===== src/rtl/dm_arbiter.sv =====
// Round-robin arbiter that shares the single-ported dm_4k data memory between
// the CPU data port (requester 0) and the DMA/debug port (requester 1).
module dm_arbiter #(
   parameter int LOCK_MAX = 8
) (
   input  logic        clk,
   input  logic        clr_n,
   input  logic        req0,
   input  logic        req1,
   input  logic        we0,
   input  logic        we1,
   input  logic [11:2] addr0,
   input  logic [11:2] addr1,
   input  logic [31:0] wdata0,
   input  logic [31:0] wdata1,
   input  logic        lock0,
   input  logic        lock1,
   output logic        gnt0,
   output logic        gnt1,
   output logic        ack0,
   output logic        ack1,
   output logic [31:0] rdata0,
   output logic [31:0] rdata1,
   output logic        lock_err,
   output logic [11:2] mem_addr,
   output logic [31:0] mem_din,
   output logic        mem_we,
   input  logic [31:0] mem_dout
);

   typedef enum logic [1:0] {
      IDLE  = 2'd0,
      LOCK0 = 2'd1,
      LOCK1 = 2'd2
   } state_t;

   localparam logic [7:0] LOCK_LIMIT = 8'(LOCK_MAX);

   state_t      state_q, state_d;
   logic        prio_q, prio_d;
   logic [7:0]  lock_cnt_q, lock_cnt_d;
   logic        ack0_q, ack0_d;
   logic        ack1_q, ack1_d;
   logic [31:0] rdata0_q, rdata0_d;
   logic [31:0] rdata1_q, rdata1_d;
   logic        lock_err_q, lock_err_d;
   logic        gnt0_raw, gnt1_raw;

   // A locked state shuts the other requester out entirely, even if the owner idles.
   always_comb begin
      gnt0_raw = 1'b0;
      gnt1_raw = 1'b0;
      unique case (state_q)
         IDLE: begin
            gnt0_raw = req0 & (~req1 | ~prio_q);
            gnt1_raw = req1 & (~req0 |  prio_q);
         end
         LOCK0:   gnt0_raw = req0;
         LOCK1:   gnt1_raw = req1;
         default: ;
      endcase
   end

   assign gnt0 = gnt0_raw & clr_n;
   assign gnt1 = gnt1_raw & clr_n;

   assign mem_addr = gnt1 ? addr1  : addr0;
   assign mem_din  = gnt1 ? wdata1 : wdata0;
   assign mem_we   = (gnt0 & we0) | (gnt1 & we1);

   always_comb begin
      state_d    = state_q;
      prio_d     = prio_q;
      lock_cnt_d = lock_cnt_q;
      ack0_d     = gnt0;
      ack1_d     = gnt1;
      rdata0_d   = gnt0 ? mem_dout : rdata0_q;
      rdata1_d   = gnt1 ? mem_dout : rdata1_q;
      lock_err_d = 1'b0;

      if (gnt0) begin
         prio_d = 1'b1;
      end else if (gnt1) begin
         prio_d = 1'b0;
      end

      // Forced release wins over everything else in a locked state.
      unique case (state_q)
         IDLE: begin
            if (gnt0 && lock0) begin
               state_d    = LOCK0;
               lock_cnt_d = 8'd1;
            end else if (gnt1 && lock1) begin
               state_d    = LOCK1;
               lock_cnt_d = 8'd1;
            end
         end
         LOCK0: begin
            if (lock_cnt_q == LOCK_LIMIT) begin
               state_d    = IDLE;
               prio_d     = 1'b1;
               lock_err_d = 1'b1;
               lock_cnt_d = 8'd0;
            end else if (gnt0 && !lock0) begin
               state_d    = IDLE;
               lock_cnt_d = 8'd0;
            end else begin
               lock_cnt_d = lock_cnt_q + 8'd1;
            end
         end
         LOCK1: begin
            if (lock_cnt_q == LOCK_LIMIT) begin
               state_d    = IDLE;
               prio_d     = 1'b0;
               lock_err_d = 1'b1;
               lock_cnt_d = 8'd0;
            end else if (gnt1 && !lock1) begin
               state_d    = IDLE;
               lock_cnt_d = 8'd0;
            end else begin
               lock_cnt_d = lock_cnt_q + 8'd1;
            end
         end
         default: begin
            state_d    = IDLE;
            lock_cnt_d = 8'd0;
         end
      endcase
   end

   always_ff @(posedge clk or negedge clr_n) begin
      if (!clr_n) begin
         state_q    <= IDLE;
         prio_q     <= 1'b0;
         lock_cnt_q <= 8'd0;
         ack0_q     <= 1'b0;
         ack1_q     <= 1'b0;
         rdata0_q   <= 32'd0;
         rdata1_q   <= 32'd0;
         lock_err_q <= 1'b0;
      end else begin
         state_q    <= state_d;
         prio_q     <= prio_d;
         lock_cnt_q <= lock_cnt_d;
         ack0_q     <= ack0_d;
         ack1_q     <= ack1_d;
         rdata0_q   <= rdata0_d;
         rdata1_q   <= rdata1_d;
         lock_err_q <= lock_err_d;
      end
   end

   assign ack0     = ack0_q;
   assign ack1     = ack1_q;
   assign rdata0   = rdata0_q;
   assign rdata1   = rdata1_q;
   assign lock_err = lock_err_q;

endmodule


===== config.mk =====
export PLATFORM = sky130hd
export DESIGN_NAME = dm_arbiter
export DESIGN_NICKNAME = d
export VERILOG_FILES = /design/src/rtl/dm_arbiter.sv
export SDC_FILE = /design/constraint.sdc
export NUM_CORES = 1
export LEC_CHECK = 0
export BUFFER_PORTS_ARGS = -buffer_cell sky130_fd_sc_hd__buf_4
export CAP_MARGIN = 20
export CELL_PAD_IN_SITES_DETAIL_PLACEMENT = 0
export CELL_PAD_IN_SITES_GLOBAL_PLACEMENT = 2
export CORE_MARGIN = 5
export CORE_UTILIZATION = 26
export CTS_CLUSTER_SIZE = 20
export DETAILED_ROUTE_END_ITERATION = 10
export GPL_TIMING_DRIVEN = 0
export PLACE_DENSITY_LB_ADDON = 0.15
export SLEW_MARGIN = 20
export SYNTH_ARGS = -nofsm -noshare
export SYNTH_HDL_FRONTEND = slang
export SYNTH_SLANG_ARGS = --single-unit

===== constraint.sdc =====
create_clock -name clk -period 2.1 [get_ports clk]
set_input_delay 0.105 -clock clk [delete_from_list [all_inputs] [get_ports clk]]
set_output_delay 0.105 -clock clk [all_outputs]
set_load 0.02 [all_outputs]

== Word-level counts from Yosys, hierarchy flattened ==
Index checks and enable logic that the tools add are counted.
Word-level totals
  word-level logic and storage cells: 61
  register bits after elaboration: 78
  output and inout port bits: 112
  bits of input ports: 124
Operators by class
  bitwise gates (word level): 12
  mux-type cells: 25
  equal/unequal tests: 6
  reductions and logical operators: 9
  add/sub/neg operators: 1
Operator list (number)
  $mux W8: 6
  $mux W32: 1
  $pmux W8 S3: 1
  $mux W2: 6
  $mux W10: 1
  $ne A3 B3 Y1 const B: 3
  $add A8 B1 Y8 const B: 1
  $eq A8 B4 Y1 const B: 1
  $and A1 B1 Y1: 6
  $mux W1: 6
  $pmux W1 S2: 3
  $pmux W2 S3: 1
  $logic_and A1 B1 Y1: 4
  $not A1 Y1: 3
  $or A1 B1 Y1: 3
  $reduce_and A3 Y1: 1
  $eq A2 B1 Y1 const B: 1
  $eq A2 B2 Y1 const B: 1
  $logic_not A1 Y1: 2
  $logic_not A2 Y1: 1
  $reduce_or A2 Y1: 1

== Logic depth before layout (Yosys ltp) ==
  depth after elaboration: 9
  gate-level depth with buffers: 8

== Least setup slack after synthesis ==
Ideal clock, no wire load.
  path kind: register to register
  from: reg state_q[0]
  to: reg rdata0_q[25], in the netlist rdata0[25]
  stages on the path, launching flop included: 7
  path buffers: 1
  setup slack: 0.205 ns
  setup time: 0.125 ns
  arrival: 1.770 ns
  clock period less this slack: 1.895 ns
  cells stage by stage: dfrtp_1 -> inv_1 -> ha_1 -> nand3_1 -> a21oi_2 -> buf_4 -> mux2_2
On the way
  cells in the longest elaborated chain, start to end: 3
  elaborated cells on any way between the ends: 4
  those cells by class: eq/ne (1); mux (1); bitwise (1); reduce/logical (1)
RTL lines
  start: declaration: RTL line 39  | state_t state_q, state_d;
  start signal: assignment: RTL line 142  | state_q <= state_d;
  $eq A2 B1 Y1 / $logic_not A2 Y1 (equally long branches): RTL line 53  | unique case (state_q)
  $pmux W1 S2 *: RTL line 53
  $and A1 B1 Y1 *: RTL line 64  | assign gnt0 = gnt0_raw & clr_n;
  via gnt0: RTL line 18  | output logic gnt0,
  end signal: assignment: RTL line 147  | rdata0_q <= rdata0_d;
  end: declaration: RTL line 44  | logic [31:0] rdata0_q, rdata0_d;
Mark *: on every way through the listed nets, which the timed path passes. The rest lies on a longest branch.
A chain may end at the register's enable or synchronous reset.

== Worst setup path in the final report ==
  from: reg state_q[1]
  to: out mem_addr[6] (netlist name)
On the way
  cells in the longest elaborated chain, start to end: 4
  elaborated cells on any way between the ends: 5
  those cells by class: eq/ne (1); mux (2); bitwise (1); reduce/logical (1)
RTL lines
  $eq A2 B2 Y1 / $logic_not A2 Y1 (equally long branches): RTL line 53
  $pmux W1 S2 *: RTL line 53
  $and A1 B1 Y1 *: RTL line 65  | assign gnt1 = gnt1_raw & clr_n;
  $mux W10 *: RTL line 67  | assign mem_addr = gnt1 ? addr1 : addr0;
  end: declaration: RTL line 25  | output logic [11:2] mem_addr,
Every way passes the cells marked *; elsewhere a longest branch is shown, timed or not.

==> flow_metrics.py <==
metrics = {
    "flow_run": {
        "maxCapViolations": 0,
    },
    "yosys": {
        "ys_seq_area_share_pct": 49.59,
        "synth_xor_area_share_pct": 0,
        "syn_area_per_cell_sq_um": 14.47,
        "yosys.area_share.simple_pct": 4.895,
        "synth_area_sq_mm": 0.003936,
        "synthMuxAreaShare_pct": 33.76,
        "synth_compound_area_share_pct": 6.008,
        "ys_ff_latch": 78,
        "netlist_instances": 272,
        "syn_nets": 403,
        "synth_top_family_by_area": "multiplexers",
        "synth_adder_area_share_pct": 2.225,
        "synth_cell_types": 40,
        "yosysWarnings": 0,
    },
    "clocking": {
        "worstSkewPairLatency_ns": 0.33,
        "cts_made_buffers": 9,
        "cts_sinks": 78,
        "clockBufferDepth": 2,
        "clkSlewWorstSetupHoldPaths_ns": 0.06,
        "root_buffer": "clkbuf_16",
        "htreeDepth": 3,
        "cts_tree": "done",
    },
    "global_routing": {
        "grt_use_total_pct": 14.17,
        "grt_pass1_vias": 3545,
        "antenna_found_initial": 0,
        "grt_first_pass_wirelength_mm": 19.95,
        "gr-total-overflow": 0,
        "grt_max_degree": 86,
    },
    "timing": {
        "final-hold-violation-count": 78,
        "finalMaxSlewViolations": 0,
        "layout_setup_ws_ns": -0.1820,
        "relSlewSlack_pct": 47.87,
        "worst_clock_skew_ns": 0.004959,
        "fin_crit_sh_pct": 108.7,
        "rsz0062_at_grt": "true",
        "max_freq_mhz": 438.2,
        "setup_viol": 43,
        "fin_crit_ns": 2.282,
        "worstMarginPinSlew_ns": 0.7819,
        "timing.hold.ws_ns": -0.1770,
        "fin_setup_tns_ns": -6.467,
    },
    "finish": {
        "final_cells": 769,
        "antenna_cells": 0,
        "nNetsFinal": 707,
        "synthToLayoutAreaGrowth_pct": 83.57,
        "drive_gt1_share_pct": 66.78,
    },
    "route": {
        "highest_layer": "met4",
        "drt_iter0_drc": 58,
        "routed_wl_mm": 13.40,
        "wl_met3_mm": 1.286,
        "wl_met1_mm": 5.204,
        "vias": 3459,
        "via_per_inst": 4.498,
        "met2_length_mm": 6.806,
        "drtPass1Iterations": 4,
        "drcViolationCount": 0,
        "postRouteAntennaNets": 0,
        "wl_per_cell_microns": 17.43,
    },
    "power_and_ir_drop": {
        "worst_ir_drop_vdd_mv": 0.6986,
        "p_comb_share_pct": 55.8,
        "switching_share_pct": 37.19,
        "power.switching_mw": 3.514,
        "power_density_mw_per_mm2": 1308,
        "pwr-share-seq_pct": 27.4,
        "p_clk_share_pct": 16.8,
        "p_leak_nw": 3.607,
        "intPower_mw": 5.934,
    },
    "worst_setup_path": {
        "critPathMaxFanout": 7,
        "crit_path_end_kind": "output pin",
        "r2r-end": "rdata1[21]$_DFFE_PN0N_",
        "worstSetupEndpoint": "mem_addr[6]",
        "cp.arrival_ns": 2.18,
        "r2r_setup_slack_ns": 0.08,
        "required_ns": 2.00,
        "startpoint_type": "flip-flop",
        "path_class": "reg2out",
        "rr_worst_depth": 9,
        "r2r_start": "state_q[1]$_DFFE_PN0P_",
        "cp-startpoint": "state_q[1]$_DFFE_PN0P_",
    },
    "hold_path": {
        "worstHoldPathType": "in2async",
    },
    "placed_design": {
        "hpwl_mm": 9.672,
        "port_buffers": 235,
        "gp_congestion": 0.7344,
        "dpl.cell_count": 695,
    },
    "die": {
        "initial_core_util_pct": 26.18,
        "num_rows": 45,
        "core_sq_mm": 0.01503,
        "die_h_microns": 133.0,
        "die-area_sq_mm": 0.01770,
        "io_pins": 236,
        "die_width_microns": 133.0,
    },
    "outcome": {
        "outcome": "finished with violations",
        "violations": "negative hold slack, negative setup slack",
    },
}
## final cells by class
class                   instances  area [sq um]
fillers                      1340          7807
plain buffers                  13         187.7
repair buffers                293          2561
flip-flops and latches         78          1952
inverters                       8         37.54
well taps                     188         235.2
clock inverters                 6         71.32
clock buffers                  10         239.0
multi-input cells             173          1942
## state kept, by name (all words and copies together) (netlist names)
name,cells
ack0,1
lock_cnt_q,8
state_q,2
rdata0,32
rdata1,32
prio_q,1
lock_err,1
ack1,1
## cell usage after synthesis (all sizes together)
library cell | n | area share (%)
a21o | 1 | 0.19
nand2 | 6 | 0.64
mux2 | 106 | 34
ha | 7 | 2.2
nand3b | 2 | 0.38
nor2 | 3 | 0.29
a31oi | 3 | 0.48
a21oi | 3 | 0.48
o31ai | 4 | 0.76
clkbuf | 1 | 0.095
nor2b | 4 | 0.64
a22o | 7 | 1.6
and3 | 5 | 0.79
a41oi | 1 | 0.41
nor4 | 1 | 0.16
or3 | 1 | 0.16
a21boi | 1 | 0.19
dfrtp | 78 | 50
nand2b | 2 | 0.32
a221o | 1 | 0.25
nand3 | 5 | 0.76
inv | 8 | 0.76
a31o | 1 | 0.22
o32ai | 1 | 0.22
a2bb2oi | 1 | 0.38
a41o | 2 | 0.51
a221oi | 1 | 0.22
nand4b | 1 | 0.22
nor3 | 2 | 0.54
o21ai | 1 | 0.13
buf | 12 | 2.7
## timing repair
item                                    in CTS  in global routing
setup buffers                               12                 12
pin swaps                                    4                  4
gates cloned                                 0                  5
endpoints found under the setup margin      75                 70
hold buffers                                28                  1
resized for setup                           24                 67
endpoints found under the hold margin      122                 79
## cell families after synthesis
logic type / Yosys count
simple gates: 32
fa+ha+maj: 7
flops: 78
buf+inv: 21
compound gates: 28
mux: 106
## layer usage
metal / track usage (%) / up-vias
li1: - / 1610
met4: 2.945 / 0
met5: 0 / -
met1: 16.35 / 1688
met2: 24.44 / 153
met3: 6.198 / 8
## critical path: stages, from the launching register on
cell	delay [ns]
dfrtp_1	0.41
buf_4	0.15
ha_4	0.16
a31o_4	0.22
nand3_4	0.13
buf_12	0.17
clkbuf_16	0.16
mux2_4	0.30
buf_6	0.13
## how the worst min path moves through the flow
stage                     slack, ns                     end
after floorplan               -0.19          ack0$_DFF_PN0_
after global placement         0.32   rdata1[0]$_DFFE_PN0N_
after detailed placement       0.33  rdata1[29]$_DFFE_PN0N_
after CTS                     -0.14   rdata0[1]$_DFFE_PN0N_
after global routing          -0.12  rdata0[29]$_DFFE_PN0N_
final                         -0.18   rdata0[1]$_DFFE_PN0N_
## through the flow
step | setup WS [ns] | util, % | instance area [sq um] | power (mW)
after floorplan | 0.2048 | - | 3936 | 5.180
after global placement | -0.4426 | 39.48 | 5936 | 7.103
after detailed placement | -0.4984 | 39.48 | 5936 | 7.161
after CTS | -0.1887 | 44.73 | 6724 | 9.111
after global routing | -0.2524 | 48.06 | 7226 | 10.02
final | -0.1820 | 48.06 | 7226 | 9.448
## layout by cell type, fill, tap and decap left out, drive strengths merged, types with 3 or more instances in the layout
| cell type | count |
|---|---|
| a21oi | 3 |
| a22o | 7 |
| a31oi | 3 |
| and3 | 5 |
| buf | 269 |
| clkbuf | 18 |
| clkinv | 3 |
| dfrtp | 78 |
| dlygate4sd3 | 29 |
| ha | 7 |
| inv | 8 |
| mux2 | 106 |
| nand2 | 6 |
| nand3 | 5 |
| nor2 | 3 |
| nor2b | 4 |
| o31ai | 4 |
## power by group through the flow
stage	Sequential [mW]	Combinational, mW	Clock [mW]
final	2.59	5.27	1.58
after global routing	2.69	5.61	1.73
after floorplan	3.35	1.83	0
after detailed placement	2.61	4.56	0
after CTS	2.59	4.87	1.65
after global placement	2.57	4.53	0
Note: power is estimated with default switching activity, not from simulation.
